## config.mk

```make
export PLATFORM = sky130hd
export DESIGN_NAME = fetch_unit
export DESIGN_NICKNAME = d
export VERILOG_FILES = /design/src/rtl/fetch_pkg.sv /design/src/rtl/fetch_fifo.sv /design/src/rtl/fetch_fifo_chk.sv /design/src/rtl/fetch_unit.sv
export SDC_FILE = /design/constraint.sdc
export NUM_CORES = 1
export LEC_CHECK = 0
export ABC_AREA = 1
export CORE_MARGIN = 2
export CORE_UTILIZATION = 50
export DETAILED_ROUTE_END_ITERATION = 6
export HOLD_SLACK_MARGIN = 0.15
export PLACE_DENSITY = 0.8
export SLEW_MARGIN = 5
export SYNTH_ARGS = -nofsm -noshare
export SYNTH_HDL_FRONTEND = slang
export SYNTH_SLANG_ARGS = --single-unit
```

## constraint.sdc

```tcl
create_clock -name clk -period 6.9 [get_ports clk]
set_input_delay 0.69 -clock clk [delete_from_list [all_inputs] [get_ports clk]]
set_output_delay 0.69 -clock clk [all_outputs]
set_load 0.1 [all_outputs]
```

## src/rtl/fetch_pkg.sv

```systemverilog
// Shared types and constants for the instruction fetch unit: state encoding,
// word width, default reset address and the buffered entry layout.
package fetch_pkg;
    localparam int WORD_W = 32;
    localparam logic [WORD_W-1:0] RESET_PC_DEFAULT = 32'h0000_0000;

    typedef enum logic [1:0] {
        ST_IDLE  = 2'd0,
        ST_REQ   = 2'd1,
        ST_DRAIN = 2'd2
    } fetch_state_e;

    typedef struct packed {
        logic [WORD_W-1:0] pc;
        logic [WORD_W-1:0] inst;
    } fetch_entry_t;

    localparam int ENTRY_W = 2 * WORD_W;
endpackage

```

## src/rtl/fetch_fifo.sv

```systemverilog
// Synchronous FIFO with flush. The head entry, count, full and empty are all
// flops, so a pushed word is visible at the head the cycle after the push.
module fetch_fifo #(
    parameter int DEPTH = 2,
    parameter int WIDTH = 64
) (
    input  logic                   clk,
    input  logic                   rst,
    input  logic                   flush,
    input  logic                   push,
    input  logic [WIDTH-1:0]       wdata,
    input  logic                   pop,
    output logic [WIDTH-1:0]       head,
    output logic [$clog2(DEPTH):0] count,
    output logic                   full,
    output logic                   empty
);
    localparam int PTR_W = $clog2(DEPTH);
    localparam logic [PTR_W:0] DEPTH_C = DEPTH[PTR_W:0];

    logic [WIDTH-1:0] mem_r [DEPTH];
    logic [PTR_W-1:0] rd_ptr_r, wr_ptr_r, rd_ptr_s, wr_ptr_s;
    logic [PTR_W:0]   count_r, count_s;
    logic [WIDTH-1:0] head_r, head_s;
    logic             full_r, empty_r;
    logic             push_s, pop_s;

    // Next pointers/occupancy; flush wins over any push or pop in the same cycle.
    always_comb begin
        pop_s  = pop && !flush && !empty_r;
        push_s = push && !flush && (!full_r || pop_s);
        if (flush) begin
            rd_ptr_s = {PTR_W{1'b0}};
            wr_ptr_s = {PTR_W{1'b0}};
            count_s  = {(PTR_W+1){1'b0}};
        end else begin
            rd_ptr_s = rd_ptr_r + PTR_W'(pop_s);
            wr_ptr_s = wr_ptr_r + PTR_W'(push_s);
            count_s  = count_r + (PTR_W+1)'(push_s) - (PTR_W+1)'(pop_s);
        end
        // The new head may be the word being written this very cycle.
        if (count_s == {(PTR_W+1){1'b0}}) begin
            head_s = head_r;
        end else if (push_s && (wr_ptr_r == rd_ptr_s)) begin
            head_s = wdata;
        end else begin
            head_s = mem_r[rd_ptr_s];
        end
    end

    // Control and head registers.
    always_ff @(posedge clk) begin
        if (rst) begin
            rd_ptr_r <= {PTR_W{1'b0}};
            wr_ptr_r <= {PTR_W{1'b0}};
            count_r  <= {(PTR_W+1){1'b0}};
            head_r   <= {WIDTH{1'b0}};
            full_r   <= 1'b0;
            empty_r  <= 1'b1;
        end else begin
            rd_ptr_r <= rd_ptr_s;
            wr_ptr_r <= wr_ptr_s;
            count_r  <= count_s;
            head_r   <= head_s;
            full_r   <= (count_s == DEPTH_C);
            empty_r  <= (count_s == {(PTR_W+1){1'b0}});
        end
    end

    // Storage array, not reset.
    always_ff @(posedge clk) begin
        if (push_s) begin
            mem_r[wr_ptr_r] <= wdata;
        end
    end

    assign head  = head_r;
    assign count = count_r;
    assign full  = full_r;
    assign empty = empty_r;
endmodule

```

## src/rtl/fetch_fifo_chk.sv

```systemverilog
// Protocol checker for the fetch FIFO: a push into a full FIFO is only legal
// when the head leaves in the same cycle.
module fetch_fifo_chk (
    input logic clk,
    input logic rst,
    input logic push,
    input logic pop,
    input logic full
);
    a_no_overflow: assert property (@(posedge clk) disable iff (rst) !(push && full && !pop));
endmodule

```

## src/rtl/fetch_unit.sv

```systemverilog
// Instruction fetch: walks a word-addressed PC, issues one memory request at a
// time over req/ack, buffers responses and hands them to decode.
module fetch_unit
    import fetch_pkg::*;
#(
    parameter int                DEPTH    = 2,
    parameter logic [WORD_W-1:0] RESET_PC = RESET_PC_DEFAULT
) (
    input  logic              clk,
    input  logic              rst,
    input  logic              redirect_valid,
    input  logic [WORD_W-1:0] redirect_target,
    output logic              imem_req,
    output logic [WORD_W-1:0] imem_addr,
    input  logic              imem_ack,
    input  logic [WORD_W-1:0] imem_rdata,
    output logic              inst_valid,
    output logic [WORD_W-1:0] inst_data,
    output logic [WORD_W-1:0] inst_pc,
    input  logic              inst_ready
);
    localparam int CNT_W = $clog2(DEPTH) + 1;
    localparam logic [CNT_W-1:0] DEPTH_C = DEPTH[CNT_W-1:0];

    fetch_state_e      state_r, state_s;
    logic [WORD_W-1:0] fetch_pc_r, fetch_pc_s, addr_r, addr_s;
    logic              req_r;
    logic              ack_s, push_s, pop_s, space_s;
    logic [CNT_W-1:0]  fifo_count_s, proj_s;
    logic              fifo_full_s, fifo_empty_s;
    fetch_entry_t      wentry_s, head_s;

    // Next fetch state, fetch PC and request address.
    always_comb begin
        state_s       = state_r;
        fetch_pc_s    = fetch_pc_r;
        ack_s         = imem_ack && (state_r != ST_IDLE);
        pop_s         = !fifo_empty_s && inst_ready;
        push_s        = (state_r == ST_REQ) && ack_s && !redirect_valid;
        wentry_s.pc   = fetch_pc_r;
        wentry_s.inst = imem_rdata;
        proj_s        = fifo_count_s + CNT_W'(push_s) - CNT_W'(pop_s);
        space_s       = (proj_s < DEPTH_C);
        case (state_r)
            ST_IDLE: begin
                if (redirect_valid) begin
                    fetch_pc_s = redirect_target;
                    state_s    = ST_REQ;
                end else if (space_s) begin
                    state_s = ST_REQ;
                end else begin
                    state_s = ST_IDLE;
                end
            end
            ST_REQ: begin
                if (redirect_valid) begin
                    fetch_pc_s = redirect_target;
                    state_s    = ack_s ? ST_REQ : ST_DRAIN;
                end else if (ack_s) begin
                    fetch_pc_s = fetch_pc_r + 32'd1;
                    state_s    = space_s ? ST_REQ : ST_IDLE;
                end else begin
                    state_s = ST_REQ;
                end
            end
            ST_DRAIN: begin
                // The outstanding response belongs to a flushed address.
                if (redirect_valid) begin
                    fetch_pc_s = redirect_target;
                    state_s    = ack_s ? ST_REQ : ST_DRAIN;
                end else if (ack_s) begin
                    state_s = space_s ? ST_REQ : ST_IDLE;
                end else begin
                    state_s = ST_DRAIN;
                end
            end
            default: begin
                state_s    = ST_IDLE;
                fetch_pc_s = fetch_pc_r;
            end
        endcase
        addr_s = (state_s == ST_REQ) ? fetch_pc_s : addr_r;
    end

    // Fetch FSM and registered memory-side outputs.
    always_ff @(posedge clk) begin
        if (rst) begin
            state_r    <= ST_IDLE;
            fetch_pc_r <= RESET_PC;
            addr_r     <= RESET_PC;
            req_r      <= 1'b0;
        end else begin
            state_r    <= state_s;
            fetch_pc_r <= fetch_pc_s;
            addr_r     <= addr_s;
            req_r      <= (state_s != ST_IDLE);
        end
    end

    fetch_fifo #(
        .DEPTH (DEPTH),
        .WIDTH (ENTRY_W)
    ) u_fifo (
        .clk   (clk),
        .rst   (rst),
        .flush (redirect_valid),
        .push  (push_s),
        .wdata (wentry_s),
        .pop   (pop_s),
        .head  (head_s),
        .count (fifo_count_s),
        .full  (fifo_full_s),
        .empty (fifo_empty_s)
    );

    fetch_fifo_chk u_fifo_chk (
        .clk  (clk),
        .rst  (rst),
        .push (push_s),
        .pop  (pop_s && !redirect_valid),
        .full (fifo_full_s)
    );

    assign imem_req   = req_r;
    assign imem_addr  = addr_r;
    assign inst_valid = !fifo_empty_s;
    assign inst_data  = head_s.inst;
    assign inst_pc    = head_s.pc;
endmodule
```

==> Yosys cells after proc, flatten, opt, wreduce, memory -nomap -nowiden <==
Memory sizes are Yosys's and may differ from the RTL's. A register that Yosys moved wholly into a read port is not among the register bits.
Cells that the tools add are included.
{ "totals": {"ff_bits": 73, "mem_bits_rw": 128, "output_inout_bits": 98, "word_cells": 57, "mem_count": 1} }
{ "classes": {"n_addsub": 7, "order_cmp": 1, "eq_ne": 4, "mux": 16, "reduce_logical": 19} }
{ "mem_list": {"columns": ["memory", "words", "word_bits", "rd", "rd_clocked_by_memory_dff", "wr", "line", "text"], "rows": [
  ["u_fifo.mem_r", 2, 64, 1, 1, 1, "fetch_fifo.sv:21", "logic [WIDTH-1:0] mem_r [DEPTH];"]
]} }
{ "ops": {"columns": ["op", "n"], "rows": [
  ["2-to-1 mux 32 bit", 3],
  ["case mux 32 bit (2 select lines)", 1],
  ["adder 32 x 1 -> 32 bit, second input constant", 1],
  ["2-to-1 mux 2 bit", 6],
  ["logical AND 1 bit", 8],
  ["case mux 2 bit (3 select lines)", 1],
  ["2-to-1 mux 1 bit", 5],
  ["adder 2 x 1 -> 2 bit", 2],
  ["equality test 2 x 1 -> 1 bit, second input constant", 2],
  ["equality test 2 bit, second input constant", 2],
  ["logical NOT 1 bit", 4],
  ["logical NOT 2 bit", 2],
  ["nonzero test 2 bit", 2],
  ["OR reduction 2 bit", 2],
  ["subtractor 2 x 1 -> 2 bit", 2],
  ["adder 1 bit", 2],
  ["< comparator 2 bit, second input constant", 1],
  ["logical OR 1 bit", 1]
]} }

==> Longest topological paths before layout <==
{ "logic_depth": {"depth_word": 12, "depth_mapped": 16} }

==> Hierarchy <==
From an unflattened synthesis, not the netlist that was laid out.
{ "unflattened": {"cells_unflattened": 1582, "area_unflattened_um2": 12761.0} }
{ "by_module_without_submodules": {"columns": ["module", "n_inst", "cells_each", "area_per_inst_um2", "seq_area_each_um2"], "rows": [
  ["fetch_fifo", 1, 873, 8341.8, 5245.0],
  ["fetch_unit", 1, 709, 4419.2, 1341.3]
]} }

==> Worst setup path before layout <==
OpenSTA, ideal clock, no wires.
{ "synth_path": {"kind": "reg2reg", "startpoint": "register u_fifo.empty_r, in the netlist u_fifo.empty", "endpoint": "memory u_fifo.mem_r[0][0], enable pin", "arrival_time_ns": 2.689, "required_ns": 6.471, "path_slack_ns": 3.782, "path_stages_with_launch": 5, "n_path_buf": 0, "synth_period_minus_slack_ns": 3.118, "path_cell_list": "dfxtp_1 inv_2 nand2_2 a211oi_2 ha_1"} }
{ "synth_between": {"elab_chain_len": 8} }
{ "synth_lines": {"columns": ["item", "line", "text"], "rows": [
  ["start, declared", "fetch_fifo.sv:25", "logic full_r, empty_r;"],
  ["start signal, assigned", "fetch_fifo.sv:66", "empty_r <= (count_s == {(PTR_W+1){1'b0}});"],
  ["logical NOT 1 bit *", null, null],
  ["net inst_valid", "fetch_unit.sv:17", "output logic inst_valid,"],
  ["logical AND 1 bit", "fetch_unit.sv:38", "pop_s = !fifo_empty_s && inst_ready;"],
  ["logical AND 1 bit", "fetch_fifo.sv:30", "pop_s = pop && !flush && !empty_r;"],
  ["logical AND 1 bit *", "fetch_fifo.sv:30", null],
  ["logical OR 1 bit *", "fetch_fifo.sv:31", "push_s = push && !flush && (!full_r || pop_s);"],
  ["logical AND 1 bit *", "fetch_fifo.sv:31", null],
  ["2-to-1 mux 1 bit *", "fetch_fifo.sv:72", "if (push_s) begin"],
  ["2-to-1 mux 1 bit (implied by the code) *", "fetch_fifo.sv:73", "mem_r[wr_ptr_r] <= wdata;"],
  ["end, declared", "fetch_fifo.sv:21", null]
]} }
The timed path passes the listed nets; every way through them passes the cells marked *.

==> Final worst setup path <==
{ "layout_path": {"startpoint": "register state_r[0]", "endpoint": "register u_fifo.head_r[12], in the netlist u_fifo.head[12], read port of u_fifo.mem_r"} }
{ "layout_between": {"elab_chain_len": 11, "word_cells_on_any_way": 12, "cone_classes": "2 x add/sub; 1 x eq/ne; 1 x mux; 8 x reduce/logical"} }
{ "layout_lines": {"columns": ["item", "line", "text"], "rows": [
  ["start, declared", "fetch_unit.sv:25", "fetch_state_e state_r, state_s;"],
  ["start signal, assigned", "fetch_unit.sv:93", "state_r <= state_s;"],
  ["nonzero test 2 bit", "fetch_unit.sv:37", "ack_s = imem_ack && (state_r != ST_IDLE);"],
  ["logical AND 1 bit", "fetch_unit.sv:37", null],
  ["logical AND 1 bit * (2 in series)", "fetch_unit.sv:39", "push_s = (state_r == ST_REQ) && ack_s && !redirect_valid;"],
  ["logical AND 1 bit * (2 in series)", "fetch_fifo.sv:31", null],
  ["adder 2 x 1 -> 2 bit *", "fetch_fifo.sv:39", "count_s = count_r + (PTR_W+1)'(push_s) - (PTR_W+1)'(pop_s);"],
  ["subtractor 2 x 1 -> 2 bit *", "fetch_fifo.sv:39", null],
  ["2-to-1 mux 2 bit *", "fetch_fifo.sv:32", "if (flush) begin"],
  ["logical NOT 2 bit *", "fetch_fifo.sv:42", "if (count_s == {(PTR_W+1){1'b0}}) begin"],
  ["logical NOT 1 bit (no line) *", null, null],
  ["end, declared", "fetch_fifo.sv:24", "logic [WIDTH-1:0] head_r, head_s;"]
]} }
Mark *: on every way between the ends. The rest lies on a longest branch, timed or not.
A chain may end at the register's enable or synchronous reset.

==> run_summary.xml <==
<?xml version="1.0" encoding="UTF-8"?>
<metrics>
  <group name="final_layout">
    <metric name="finish.utilization" unit="">0.621</metric>
    <metric name="antennaDiodeCount" unit="">0</metric>
    <metric name="post_layout_cell_count" unit="">1806</metric>
    <metric name="nets" unit="">1543</metric>
    <metric name="drive_above_1_share" unit="">0.0592</metric>
    <metric name="area.growth.synth_to_final" unit="%">21.9</metric>
  </group>
  <group name="power_and_ir_drop">
    <metric name="p_sw_frac" unit="">0.306</metric>
    <metric name="seq_pwr_share" unit="">0.461</metric>
    <metric name="post-layout-total-power" unit="uW">3910</metric>
    <metric name="power.clock.fraction" unit="">0.355</metric>
    <metric name="power.leakage" unit="uW">0.00612</metric>
    <metric name="power.internal" unit="uW">2710</metric>
    <metric name="power.share.combinational" unit="">0.184</metric>
    <metric name="power-per-cell-area" unit="nW/um^2">269</metric>
    <metric name="switching_power_summed_over_all_nets" unit="uW">1200</metric>
    <metric name="worst_ir_drop_vdd" unit="uV">217</metric>
  </group>
  <group name="synthesis">
    <metric name="post_synth_inst_count" unit="">1339</metric>
    <metric name="synth_top_flop_cell" unit="">dfxtp_1</metric>
    <metric name="synth.cell_area" unit="um^2">11900</metric>
    <metric name="syn_avg_cell_area" unit="um^2">8.90</metric>
    <metric name="count_of_flip_flops_with_a_built_in_enable_after_synthesis" unit="">128</metric>
    <metric name="ys_types" unit="">45</metric>
    <metric name="synth.net_count" unit="">1414</metric>
    <metric name="synthesis.yosys.warnings" unit="">0</metric>
    <metric name="post_synth_arst_share" unit="">0</metric>
    <metric name="ys_ff_latch" unit="">265</metric>
    <metric name="seq_area_frac_synth" unit="">0.553</metric>
  </group>
  <group name="clock_tree">
    <metric name="clock_path_buffers" unit="">3</metric>
    <metric name="post_cts.repair.setup_buffers" unit="">0</metric>
    <metric name="cts_hold_buf" unit="">0</metric>
    <metric name="inserted_clock_buffers" unit="">27</metric>
    <metric name="clkLatencyLatePin" unit="ns">0.53</metric>
    <metric name="cts_tree" unit="">done</metric>
    <metric name="clk_root_buffer_cell" unit="">clkbuf_16</metric>
    <metric name="post_cts.resized_instances" unit="">0</metric>
    <metric name="path_clk_slew" unit="ns">0.06</metric>
    <metric name="htreeDepth" unit="">1</metric>
    <metric name="numClockSinks" unit="">265</metric>
  </group>
  <group name="sta">
    <metric name="tightestPinTransition" unit="ns">1.28</metric>
    <metric name="report.final.hold_viol_count" unit="">0</metric>
    <metric name="slew_headroom" unit="">0.145</metric>
    <metric name="finalSetupTns" unit="ns">0</metric>
    <metric name="post-route-period-util" unit="">0.624</metric>
    <metric name="achievable-frequency" unit="GHz">0.232</metric>
    <metric name="setup_violations" unit="">0</metric>
    <metric name="timing.clock.skew" unit="ns">0.0275</metric>
    <metric name="post_layout_min_period" unit="ns">4.31</metric>
    <metric name="timing.hold.ws" unit="ns">0.470</metric>
    <metric name="timing.final.max_slew_violations" unit="">0</metric>
    <metric name="unrepaired_setup_endpoints_after_global_routing" unit="">false</metric>
  </group>
  <group name="grt">
    <metric name="grt_max_degree" unit="">129</metric>
    <metric name="antenna_found_initial" unit="">0</metric>
    <metric name="grt_usage" unit="">0.231</metric>
    <metric name="first_global_vias" unit="">9201</metric>
    <metric name="grt.overflow.total" unit="">0</metric>
    <metric name="first_pass_grt_wire_length" unit="mm">46.2</metric>
  </group>
  <group name="setup_path">
    <metric name="cp_data_required_time" unit="ns">7.24</metric>
    <metric name="timing.critical_path.from_type" unit="">flip-flop</metric>
    <metric name="critical_path_class" unit="">reg2reg</metric>
    <metric name="r2r_cells" unit="">11</metric>
    <metric name="critical_path.endpoint_type" unit="">flip-flop</metric>
    <metric name="arrival" unit="ns">4.65</metric>
    <metric name="critical_path.max_fanout" unit="">59</metric>
  </group>
  <group name="floorplan">
    <metric name="die_area" unit="um^2">25100</metric>
    <metric name="floorplan.die.height" unit="um">158</metric>
    <metric name="die_w" unit="um">158</metric>
    <metric name="ios" unit="">167</metric>
    <metric name="initial_core_util" unit="">0.509</metric>
    <metric name="rows" unit="">56</metric>
    <metric name="core_region_area" unit="um^2">23400</metric>
  </group>
  <group name="placed_design">
    <metric name="port-buffer-count" unit="">166</metric>
    <metric name="dpl_cells" unit="">1758</metric>
    <metric name="place.detailed.hpwl" unit="mm">18.8</metric>
    <metric name="gpl_wtd_cong" unit="">0.904</metric>
  </group>
  <group name="route">
    <metric name="postRouteAntennaNets" unit="">0</metric>
    <metric name="wl" unit="mm">29.5</metric>
    <metric name="routed-via-count" unit="">9771</metric>
    <metric name="drt_first_iter_violations" unit="">913</metric>
    <metric name="drt-vias-per-instance" unit="">5.41</metric>
    <metric name="routed_wire_length_per_instance" unit="um">16.3</metric>
    <metric name="dr.pass1.iters" unit="">7</metric>
    <metric name="detail_route.drc_violations" unit="">0</metric>
  </group>
  <group name="min_path">
    <metric name="min_path_type" unit="">reg2reg</metric>
    <metric name="hold_path_depth" unit="">2</metric>
  </group>
  <group name="outcome">
    <metric name="run_status" unit="">finished clean</metric>
  </group>
  <group name="run">
    <metric name="number_of_max_cap_violations" unit="">0</metric>
  </group>
</metrics>
==> synth_stat cells, types with 6 or more instances <==
cell,instances,share of area
a21oi_1,89,0.037
inv_1,114,0.036
edfxtp_1,128,0.32
nand2_1,246,0.077
mux2i_1,58,0.049
or2_2,10,0.0053
buf_2,30,0.013
nor2_1,117,0.037
o32ai_1,12,0.0088
o21ai_0,127,0.053
o21ai_1,16,0.0067
o22ai_1,8,0.0042
ha_1,6,0.0063
nand3_1,126,0.053
clkbuf_1,30,0.0095
nor3_1,10,0.0042
nand4_1,12,0.0063
dfxtp_1,137,0.23
==> routing by layer <==
layer,global-route usage,vias up,part of all wire
li1,-,4810,-
met1,0.313,4515,0.45
met2,0.384,378,0.46
met3,0.0305,68,0.070
met4,0.0764,0,0.027
met5,0,-,0
==> logic make-up after synthesis <==
family / count (synthesis) / synth area share
simple gates: 542 / 0.199
compound gates: 267 / 0.120
flops: 265 / 0.553
buf+inv: 196 / 0.0687
mux: 58 / 0.0487
fa+ha+maj: 6 / 0.00630
xor+xnor: 5 / 0.00368
==> cells in the final DEF (no fill, tap or decap), drive strengths merged <==
cell type / netlist / routed
o21bai: 4 / 4
a21oi: 89 / 89
nor3: 11 / 11
or2: 12 / 12
clkinvlp: 0 / 3
o22ai: 8 / 8
ha: 6 / 6
mux2i: 58 / 58
a31oi: 4 / 4
clkinv: 3 / 12
inv: 120 / 122
xnor2: 1 / 1
clkbuf: 32 / 32
dfxtp: 137 / 137
o21ai: 143 / 143
nor2: 121 / 121
xor2: 4 / 4
o211ai: 1 / 1
edfxtp: 128 / 128
o32ai: 12 / 12
nand2: 252 / 252
nand4: 13 / 13
nand3b: 3 / 3
buf: 41 / 8
a211oi: 1 / 1
clkdlybuf4s50: 0 / 165
bufinv: 0 / 2
nor3b: 1 / 1
o221ai: 5 / 5
nand3: 129 / 129
==> layout make-up <==
type | instances | area (um^2)
fillers | 1948 | 8880
multi-input cells | 878 | 4530
clock buffers | 32 | 694
clock inverters | 16 | 140
repair buffers | 173 | 1710
flip-flops and latches | 265 | 6590
inverters | 123 | 464
well taps | 319 | 399
==> final timing paths <==
path                            slack (ns)       startpoint               to
worst max-delay path                  2.59       state_r[0]  u_fifo.head[12]
worst min-delay path                  0.47  u_fifo.head[26]  u_fifo.head[26]
worst max register to register        2.59       state_r[0]  u_fifo.head[12]
worst min register to register        0.47  u_fifo.head[26]  u_fifo.head[26]
==> worst max-delay path: stages, from the launching register on <==
cell and delay [ns]:
dfxtp_1 1.02, inv_4 0.14, nor2_8 0.26, nand2_2 0.14, a211oi_2 0.40, ha_1 0.24
inv_1 0.05, or2_2 0.28, nand3_1 0.11, nand2_1 0.22, nand2_2 1.00, o21ai_0 0.24
==> per-stage QoR <==
stage	setup slack [ns]	area, um^2
2_1_floorplan	3.78	11900
3_3_place_gp	2.79	13700
3_5_place_dp	2.65	13700
4_1_cts	2.67	14500
5_1_grt	2.30	14500
6_report	2.59	14500
==> state kept, by name, summed over array words and instances (netlist names), 2 cells and up <==
register,flops
u_fifo.mem_r,128
u_fifo.head,64
fetch_pc_r,32
imem_addr,32
state_r,2
u_fifo.count,2
==> power groups by stage <==
stage / registers (uW) / clock network (uW) / logic (uW)
after CTS: 1800 / 1410 / 721
after global routing: 1810 / 1470 / 767
after floorplan: 2110 / 0 / 238
after global placement: 1830 / 0 / 710
final: 1800 / 1390 / 720
after detailed placement: 1840 / 0 / 717
No activity file was read; power rests on OpenSTA's default activity.
